<file path="config.mk">
export PLATFORM = sky130hd
export DESIGN_NAME = sync_frame_fifo
export DESIGN_NICKNAME = d
export VERILOG_FILES = /design/src/rtl/sync_frame_fifo_pkg.sv /design/src/rtl/fifo_dp_ram.sv /design/src/rtl/sync_frame_fifo.sv
export SDC_FILE = /design/constraint.sdc
export NUM_CORES = 1
export LEC_CHECK = 0
export ABC_CLOCK_PERIOD_IN_PS = 3000
export BUFFER_PORTS_ARGS = -buffer_cell sky130_fd_sc_hd__buf_2
export CORE_UTILIZATION = 40
export CTS_CLUSTER_DIAMETER = 120
export DETAILED_ROUTE_END_ITERATION = 6
export HOLD_SLACK_MARGIN = 0.15
export PLACE_DENSITY_LB_ADDON = 0.1
export SLEW_MARGIN = 20
export SYNTH_ARGS = -nofsm -noshare
export SYNTH_HDL_FRONTEND = slang
export SYNTH_SLANG_ARGS = --single-unit
</file>
<file path="constraint.sdc">
create_clock -name clk -period 3 [get_ports clk]
set_input_delay 0.6 -clock clk [delete_from_list [all_inputs] [get_ports clk]]
set_output_delay 0.6 -clock clk [all_outputs]
set_load 0.02 [all_outputs]
</file>
<file path="src/rtl/sync_frame_fifo_pkg.sv">
// sync_frame_fifo_pkg: shared defaults and pointer helpers for the frame FIFO.
// The helpers work on pointers zero-extended to MAX_PTR_W bits; the caller
// passes the real pointer width so one set of functions serves any WIDTH.
package sync_frame_fifo_pkg;

    localparam int DEF_DATA_W = 8;
    localparam int DEF_SIZE   = 16;
    localparam int MAX_PTR_W  = 32;

    typedef logic [MAX_PTR_W-1:0] ptr_t;

    // Mask covering the low w bits of a wide pointer.
    function automatic ptr_t ptr_mask(input int unsigned w);
        return (ptr_t'(1) << w) - ptr_t'(1);
    endfunction

    // Increment modulo 2^w.
    function automatic ptr_t ptr_inc(input ptr_t p, input int unsigned w);
        return (p + ptr_t'(1)) & ptr_mask(w);
    endfunction

    // Full: wrap bits differ, all lower bits equal.
    function automatic logic ptr_full(input ptr_t a, input ptr_t b, input int unsigned w);
        return ((a ^ b) & ptr_mask(w)) == (ptr_t'(1) << (w - 1));
    endfunction

    // Empty: pointers identical including the wrap bit.
    function automatic logic ptr_empty(input ptr_t a, input ptr_t b);
        return a == b;
    endfunction

    // Entries between two pointers, modulo 2^w.
    function automatic ptr_t ptr_used(input ptr_t a, input ptr_t b, input int unsigned w);
        return (a - b) & ptr_mask(w);
    endfunction

endpackage

</file>
<file path="src/rtl/fifo_dp_ram.sv">
// fifo_dp_ram: simple dual-port storage, one write port and one read port.
// Read port is registered by default; with SYNC_FRAME_FIFO_FWFT_EN defined it
// is combinational so the head entry falls through.
module fifo_dp_ram #(
    parameter int DW    = 9,
    parameter int DEPTH = 16,
    localparam int AW   = $clog2(DEPTH)
) (
    input  logic          clk,
    input  logic          arst_n,
    input  logic          we_i,
    input  logic [AW-1:0] waddr_i,
    input  logic [DW-1:0] wdata_i,
    input  logic          re_i,
    input  logic [AW-1:0] raddr_i,
    output logic [DW-1:0] rdata_o,
    output logic          rlast_peek_o
);

    logic [DW-1:0] mem_q [DEPTH];

    // Storage array write port; contents are not reset.
    always_ff @(posedge clk) begin
        if (we_i) begin
            mem_q[waddr_i] <= wdata_i;
        end
    end

    // Top bit of the entry at the read address: the frame-last flag.
    assign rlast_peek_o = mem_q[raddr_i][DW-1];

`ifdef SYNC_FRAME_FIFO_FWFT_EN
    logic unused_rd_ctrl;
    assign unused_rd_ctrl = re_i ^ arst_n;
    assign rdata_o        = mem_q[raddr_i];
`else
    logic [DW-1:0] rdata_q;

    // Registered read; holds its value when no read is issued.
    always_ff @(posedge clk or negedge arst_n) begin
        if (!arst_n) begin
            rdata_q <= '0;
        end else if (re_i) begin
            rdata_q <= mem_q[raddr_i];
        end
    end

    assign rdata_o = rdata_q;
`endif

endmodule

</file>
<file path="src/rtl/sync_frame_fifo.sv">
// sync_frame_fifo: store-and-forward frame FIFO. Words are written at a
// speculative pointer and become readable only when the frame's last word
// commits; bad or overflowing frames roll the speculative pointer back.
// Optional macro SYNC_FRAME_FIFO_FWFT_EN selects first-word-fall-through reads.
module sync_frame_fifo
    import sync_frame_fifo_pkg::*;
#(
    parameter int  DATA_W    = DEF_DATA_W,
    parameter int  SIZE      = DEF_SIZE,
    localparam int WIDTH     = $clog2(SIZE) + 1,
    parameter int  AFULL_THR = SIZE - 2
) (
    input  logic              clk,
    input  logic              arst_n,
    input  logic              w_en,
    input  logic [DATA_W-1:0] data_in,
    input  logic              w_last,
    input  logic              w_bad,
    input  logic              r_en,
    output logic [DATA_W-1:0] data_out,
    output logic              r_last,
    output logic              r_valid,
    output logic              full,
    output logic              almost_full,
    output logic              empty,
    output logic [WIDTH-1:0]  frame_cnt,
    output logic              drop,
    output logic              drop_ovf
);

    logic [WIDTH-1:0] wptr_q, wptr_d, cptr_q, cptr_d, rptr_q, rptr_d;
    logic [WIDTH-1:0] frame_cnt_q, frame_cnt_d;
    logic             ovf_q, ovf_d;
    logic             full_q, full_d, afull_q, afull_d, empty_q, empty_d;
    logic             drop_q, drop_d, drop_ovf_q, drop_ovf_d;
    logic             ram_we, pop, commit, head_last;
    logic [DATA_W:0]  ram_rdata;
    ptr_t             wptr_inc_w, rptr_inc_w, used_w;
    logic [WIDTH-1:0] wptr_inc, rptr_inc;

    assign wptr_inc_w = ptr_inc(ptr_t'(wptr_q), WIDTH);
    assign rptr_inc_w = ptr_inc(ptr_t'(rptr_q), WIDTH);
    assign wptr_inc   = wptr_inc_w[WIDTH-1:0];
    assign rptr_inc   = rptr_inc_w[WIDTH-1:0];

    // Write/commit/rollback and read decisions, all against start-of-cycle flags.
    always_comb begin
        wptr_d      = wptr_q;
        cptr_d      = cptr_q;
        rptr_d      = rptr_q;
        ovf_d       = ovf_q;
        drop_d      = 1'b0;
        drop_ovf_d  = 1'b0;
        ram_we      = 1'b0;
        commit      = 1'b0;
        pop         = 1'b0;
        frame_cnt_d = frame_cnt_q;
        if (w_en) begin
            if (full_q || ovf_q) begin
                // Overflowing frame: discard words until its last, then roll back.
                if (w_last) begin
                    wptr_d     = cptr_q;
                    ovf_d      = 1'b0;
                    drop_d     = 1'b1;
                    drop_ovf_d = 1'b1;
                end else begin
                    ovf_d = 1'b1;
                end
            end else if (w_last && w_bad) begin
                wptr_d = cptr_q;
                drop_d = 1'b1;
            end else begin
                ram_we = 1'b1;
                wptr_d = wptr_inc;
                if (w_last) begin
                    cptr_d = wptr_inc;
                    commit = 1'b1;
                end
            end
        end
        if (r_en && !empty_q) begin
            pop    = 1'b1;
            rptr_d = rptr_inc;
        end
        case ({commit, pop && head_last})
            2'b10:   frame_cnt_d = frame_cnt_q + WIDTH'(1);
            2'b01:   frame_cnt_d = frame_cnt_q - WIDTH'(1);
            default: frame_cnt_d = frame_cnt_q;
        endcase
    end

    // Status flags derived from next-state pointers, registered below.
    always_comb begin
        used_w  = ptr_used(ptr_t'(wptr_d), ptr_t'(rptr_d), WIDTH);
        full_d  = ptr_full(ptr_t'(wptr_d), ptr_t'(rptr_d), WIDTH);
        empty_d = ptr_empty(ptr_t'(cptr_d), ptr_t'(rptr_d));
        afull_d = used_w >= ptr_t'(AFULL_THR);
    end

    // Pointer, counter and flag state.
    always_ff @(posedge clk or negedge arst_n) begin
        if (!arst_n) begin
            wptr_q      <= '0;
            cptr_q      <= '0;
            rptr_q      <= '0;
            ovf_q       <= 1'b0;
            frame_cnt_q <= '0;
            full_q      <= 1'b0;
            afull_q     <= 1'b0;
            empty_q     <= 1'b1;
            drop_q      <= 1'b0;
            drop_ovf_q  <= 1'b0;
        end else begin
            wptr_q      <= wptr_d;
            cptr_q      <= cptr_d;
            rptr_q      <= rptr_d;
            ovf_q       <= ovf_d;
            frame_cnt_q <= frame_cnt_d;
            full_q      <= full_d;
            afull_q     <= afull_d;
            empty_q     <= empty_d;
            drop_q      <= drop_d;
            drop_ovf_q  <= drop_ovf_d;
        end
    end

    fifo_dp_ram #(
        .DW    (DATA_W + 1),
        .DEPTH (SIZE)
    ) u_ram (
        .clk          (clk),
        .arst_n       (arst_n),
        .we_i         (ram_we),
        .waddr_i      (wptr_q[WIDTH-2:0]),
        .wdata_i      ({w_last, data_in}),
        .re_i         (pop),
        .raddr_i      (rptr_q[WIDTH-2:0]),
        .rdata_o      (ram_rdata),
        .rlast_peek_o (head_last)
    );

`ifdef SYNC_FRAME_FIFO_FWFT_EN
    assign data_out = empty_q ? '0   : ram_rdata[DATA_W-1:0];
    assign r_last   = empty_q ? 1'b0 : ram_rdata[DATA_W];
    assign r_valid  = !empty_q;
`else
    logic rvalid_q;

    // Read data appears one cycle after an accepted pop.
    always_ff @(posedge clk or negedge arst_n) begin
        if (!arst_n) begin
            rvalid_q <= 1'b0;
        end else begin
            rvalid_q <= pop;
        end
    end

    assign data_out = ram_rdata[DATA_W-1:0];
    assign r_last   = ram_rdata[DATA_W];
    assign r_valid  = rvalid_q;
`endif

    assign full        = full_q;
    assign almost_full = afull_q;
    assign empty       = empty_q;
    assign frame_cnt   = frame_cnt_q;
    assign drop        = drop_q;
    assign drop_ovf    = drop_ovf_q;

endmodule

</file>
# Word-level counts from Yosys, hierarchy flattened
# Memories as Yosys holds them, arrays and structs flattened.
# Cells that the tools add are included.
[word_totals] ff_bits=36 latchBits=0 mem_bits_rw=144 rom_bits=0 out_inout_bits=20 elab_cells=57 mem_count=1
[classes] add_sub_neg=5 multipliers=0 div_mod_pow=0 n_lt_le_gt_ge=1 n_eq_ne=4 shifts=0 n_mux=26 n_bitwise=1 reduce_logical=7
[memory_table] name="u_ram.mem_q" depth=16 word_bits=9 read_ports=1 rd_clocked_by_memory_dff=0 wr=1 line="fifo_dp_ram.sv:20" text="logic [DW-1:0] mem_q [DEPTH];"
[op_table] op="5-bit two-way mux" n=9
[op_table] op="1-bit two-way mux" n=16
[op_table] op="5-bit by 1-bit adder with 5-bit output (second input constant)" n=3
[op_table] op="5-bit one-hot mux with 2 select lines" n=1
[op_table] op="5-bit == test" n=1
[op_table] op="5-bit == test (second input constant)" n=1
[op_table] op="5-bit by 4-bit greater-or-equal comparator with 1-bit output (second input constant)" n=1
[op_table] op="5-bit by 1-bit subtractor with 5-bit output (second input constant)" n=1
[op_table] op="5-bit subtractor" n=1
[op_table] op="5-bit bitwise XOR" n=1
[op_table] op="1-bit logical AND" n=3
[op_table] op="2-bit by 1-bit == test with 1-bit output (second input constant)" n=1
[op_table] op="2-bit == test (second input constant)" n=1
[op_table] op="2-bit AND reduction" n=1
[op_table] op="2-bit nonzero test" n=1
[op_table] op="1-bit zero test" n=1
[op_table] op="1-bit logical OR" n=1

# Depth between registers and ports, before layout
[logic_depth] depth_word=6 mapped_depth=13 depth_no_buf=12

# Cells and area by module
# Synthesis repeated with hierarchy kept, for this count alone.
[unflattened] hier_cells=413 hier_area_um2=7409.6
[by_module_without_submodules] mod="fifo_dp_ram" n_inst=1 cells_per_inst=263 area_per_inst_um2=5843.1
[by_module_without_submodules] mod="sync_frame_fifo" n_inst=1 cells_per_inst=150 area_per_inst_um2=1566.5

# Least setup slack after synthesis
# Ideal clock, no wire load.
[synth_path] kind="reg2reg" from="register rptr_q[0]" to="register frame_cnt_q[4], in the netlist frame_cnt[4]" arrival_time_ns=2.953 t_required_ns=2.870 path_slack_ns=-0.083 stages_incl_launch_ff=14 path_cell_list="dfrtp_1 -> buf_2 -> mux4_2 -> mux4_2 -> and2_1 -> ha_1 -> inv_1 -> fa_1 -> inv_1 -> a21o_1 -> a21oi_1 -> xnor2_1 -> nor2_1 -> xor2_1"
[synth_via] elab_chain_len=4
[synth_lines] element="start: declaration" line="sync_frame_fifo.sv:31" text="logic [WIDTH-1:0] wptr_q, wptr_d, cptr_q, cptr_d, rptr_q, rptr_d;"
[synth_lines] element="start signal: assignment" line="sync_frame_fifo.sv:116" text="rptr_q <= rptr_d;"
[synth_lines] element="memory read 16 x 9 bit (*)"
[synth_lines] element="1-bit logical AND (*)" line="sync_frame_fifo.sv:85" text="case ({commit, pop && head_last})"
[synth_lines] element="2-bit by 1-bit == test with 1-bit output / 2-bit == test (equally long branches)" line="sync_frame_fifo.sv:85"
[synth_lines] element="5-bit one-hot mux with 2 select lines / 2-bit nonzero test (equally long branches)"
[synth_lines] element="end signal: assignment" line="sync_frame_fifo.sv:118" text="frame_cnt_q <= frame_cnt_d;"
[synth_lines] element="end: declaration" line="sync_frame_fifo.sv:32" text="logic [WIDTH-1:0] frame_cnt_q, frame_cnt_d;"
# Every way passes the cells marked *; elsewhere a longest branch is shown, timed or not.
# A chain may end at the register's enable or synchronous reset.

# Final worst setup path
# Ends and elaborated chain as after synthesis.

==> impl_metrics.toml <==
[timing]
finalSetupViolCount = 0
fmax_mhz = 349
relSlewSlack_pct = 43.4
finalHoldViolCount = 0
clock_skew_ps = 7.21
worst-slew-pin-transition_ps = 849
period_share_pct = 95.4
slew_violations = 0
hold_ws_ps = 287
fin_crit_ps = 2860

[yosys]
synth_edf_count = 144
avgSynthCellArea_um2 = 18.0
synth_nets = 439
synth_area_leaders = "edfxtp_1, mux4_2, dfrtp_1"
yosysWarnings = 0
yosysTopAreaCell = "edfxtp_1"
yosysSeqAreaShare_pct = 70.7
synthFlopType = "edfxtp_1"
syn-cell-area_um2 = 7390
synth_cell_types = 41
ys_ff_latch = 180
async_flop_share_pct = 20.0
synth.top_cell.area_share_pct = 58.5
postSynthCellCount = 410

[clock_tree]
clk_pin_slew_ps = 60
cts.sinks = 180
worstSkewPairLatency_ps = 420
max-clock-path-buffers = 2
cts_tree = "yes"
root_buffer = "clkbuf_16"
cts-htree-levels = 4
cts_buffers = 17

[global_route]
grt_pass1_vias = 3771
grt_max_degree = 37
grt_usage_pct = 17.1
grt_pass1_wl_mm = 22.5
antenna_found_initial = 0
grt-ovfl-total = 0

[detailed_routing]
ant_nets = 0
via_per_inst = 5.18
route.detailed.drc = 0
drt_iter0_drc = 269
first_pass_iters = 4
dr_total_vias = 3794
drt_wl_total_mm = 14.8
wl_per_cell_um = 20.2

[worst_setup_path]
setup.worst_path.class = "register to register"
cp_max_fo = 6
r2r_slack_ps = 140
worstPathCellList = "mux4_2 > mux4_2 > and2_4 > ha_4 > inv_2 > fa_2 > inv_1 > a21o_1 > a21oi_2 > xnor2_1 > nor2_1 > xor2_1"
required_ps = 3300
crit_top_cell = "mux4_2"
reg2reg_from = "rptr_q[0]$_DFF_PN0_"
worst_path_max_delay_cell = "mux4_2"
slowest_delay_ps = 540
cp-startpoint = "rptr_q[0]$_DFF_PN0_"
crit_buf_inv = 2
arrival_ps = 3170
path_delay_family = "multiplexers"
cp-end-kind = "register"
worst_setup_path_start_kind = "register"

[die]
fp-row-count = 49
fp.dieArea_um2 = 19000
initial_core_util_pct = 41.0
core_um2 = 18000
die_h_um = 138
ioPinCount = 34
die_w_um = 138

[placement]
dp_hpwl_mm = 9.97
numPortBuffers = 33
gp_congestion = 0.784

[pwr]
ir_worst_vdd_uv = 477
powerDensity_nw_per_um2 = 995
fin_total_pwr_mw = 8.67
p_leak_nw = 3.22

[cells_and_area]
final_nets = 520
diodes = 0
final_core_util_pct = 48.4
nFillCells = 1568
area_growth_pct = 17.9
drive_above_1_share_pct = 33.2

[min_path]
worstHoldPathType = "primary input to asynchronous set/reset pin"

[status]
outcome = "complete, no violations"

[job]
drv_cap = 0
-- kinds of logic (layout without fill, tap and decap cells) --
family	Yosys count	in the layout	share of synthesized area (%)
muxes	48	48	14.1
adders and majority gates	15	15	2.74
AOI/OAI and AO/OA	29	29	3.03
and+or+nand+nor	80	80	4.70
xor gates and xnor gates	21	21	2.59
buffers and inverters	37	130	2.10
DFF	180	180	70.7
-- where the power goes --
part | switching [mW] | internal [mW] | total (mW)
Combinational | 1.66 | 1.60 | 3.27
Sequential | 0.219 | 3.02 | 3.24
Clock | 0.870 | 1.29 | 2.16
-- layer usage --
metal | part of all wire (%) | global-route usage [%]
met4 | 0.89 | 4.71
met2 | 46 | 24.0
met1 | 50 | 26.2
met3 | 3.3 | 4.28
met5 | 0 | 0
-- synth_stat cells (all sizes together) (2+ instances only) --
master and number:
edfxtp 144, mux4 45, nand2 42, dfrtp 35, inv 21, nor2 19
xnor2 15, ha 13, buf 8, clkbuf 8, o21ai 7, a21oi 6
xor2 6, a21o 5, nor3 5, a221oi 4, and3 3, nand3 3
nand4 3, fa 2, mux2 2, o22ai 2
-- repair_timing --
item,in CTS,in global routing
endpoints found under the hold margin,0,0
endpoints found under the setup margin,1,2
setup buffers,1,0
pin swaps,0,1
hold buffers,0,0
cloned,0,0
gates resized for setup,1,7
-- registers in the layout, summed over array words and instances, names as in the netlist --
| signal | flops |
|---|---|
| r_valid | 1 |
| rptr_q | 5 |
| wptr_q | 5 |
| drop | 1 |
| frame_cnt | 5 |
| u_ram.rdata_o | 9 |
| u_ram.mem_q | 144 |
| almost_full | 1 |
| cptr_q | 5 |
| drop_ovf | 1 |
| ovf_q | 1 |
| full | 1 |
| empty | 1 |
-- metrics by stage --
stage	std cells	TNS [ps]	cell area [µm²]	setup slack [ps]
finish	732	0	8720	137
global route	732	-24.2	8720	-24.2
CTS	732	0	8680	28.1
detailed placement	700	-187	8100	-145
global placement	700	-91.3	8100	-91.3
floorplan	410	0	7400	9.60
-- area by class of cell --
class / instances / area (µm²) / share of cell area (%)
clock buffers: 19 / 433 / 4.97
clock inverters: 12 / 138 / 1.58
inverters: 21 / 78.8 / 0.904
multi-input cells: 193 / 2050 / 23.5
flip-flops and latches: 180 / 5230 / 60.0
well taps: 229 / 287 / 3.29
repair buffers: 78 / 503 / 5.77
-- cells in the final DEF (no fill, tap or decap), types with 2 or more instances in the layout --
cell       netlist  routed
o22ai_1          2       2
clkbuf_16        0      17
and3_1           3       3
a21o_1           5       5
xnor2_1         15      15
clkinv_1         0       4
buf_2            7      33
clkinv_2         0       3
nor2_2           2       2
buf_4            0      45
xor2_1           5       5
nand4_1          3       3
inv_2            2       3
nand3_1          3       3
nand2_1         42      42
bufinv_16        0       3
a221oi_2         1       2
inv_1           19      18
dfrtp_1         35      34
nor3_1           5       5
mux4_2          45      45
o21ai_0          6       6
clkbuf_1         8       2
a21oi_1          6       5
mux2_2           2       2
edfxtp_1       144     144
ha_1            13      12
nor2_1          17      17
-- final timing paths --
kind,endpoint,cells after the start
hold / removal,frame_cnt[1]$_DFFE_PN0P_,1
max in group asynchronous,rptr_q[0]$_DFF_PN0_,1
setup reg to reg,frame_cnt[4]$_DFFE_PN0P_,12
hold reg to reg,u_ram.rdata_o[5]$_DFFE_PN0P_,2
min in group clk,u_ram.rdata_o[5]$_DFFE_PN0P_,2
setup / recovery,frame_cnt[4]$_DFFE_PN0P_,12
(Power assumes the default switching activity.)
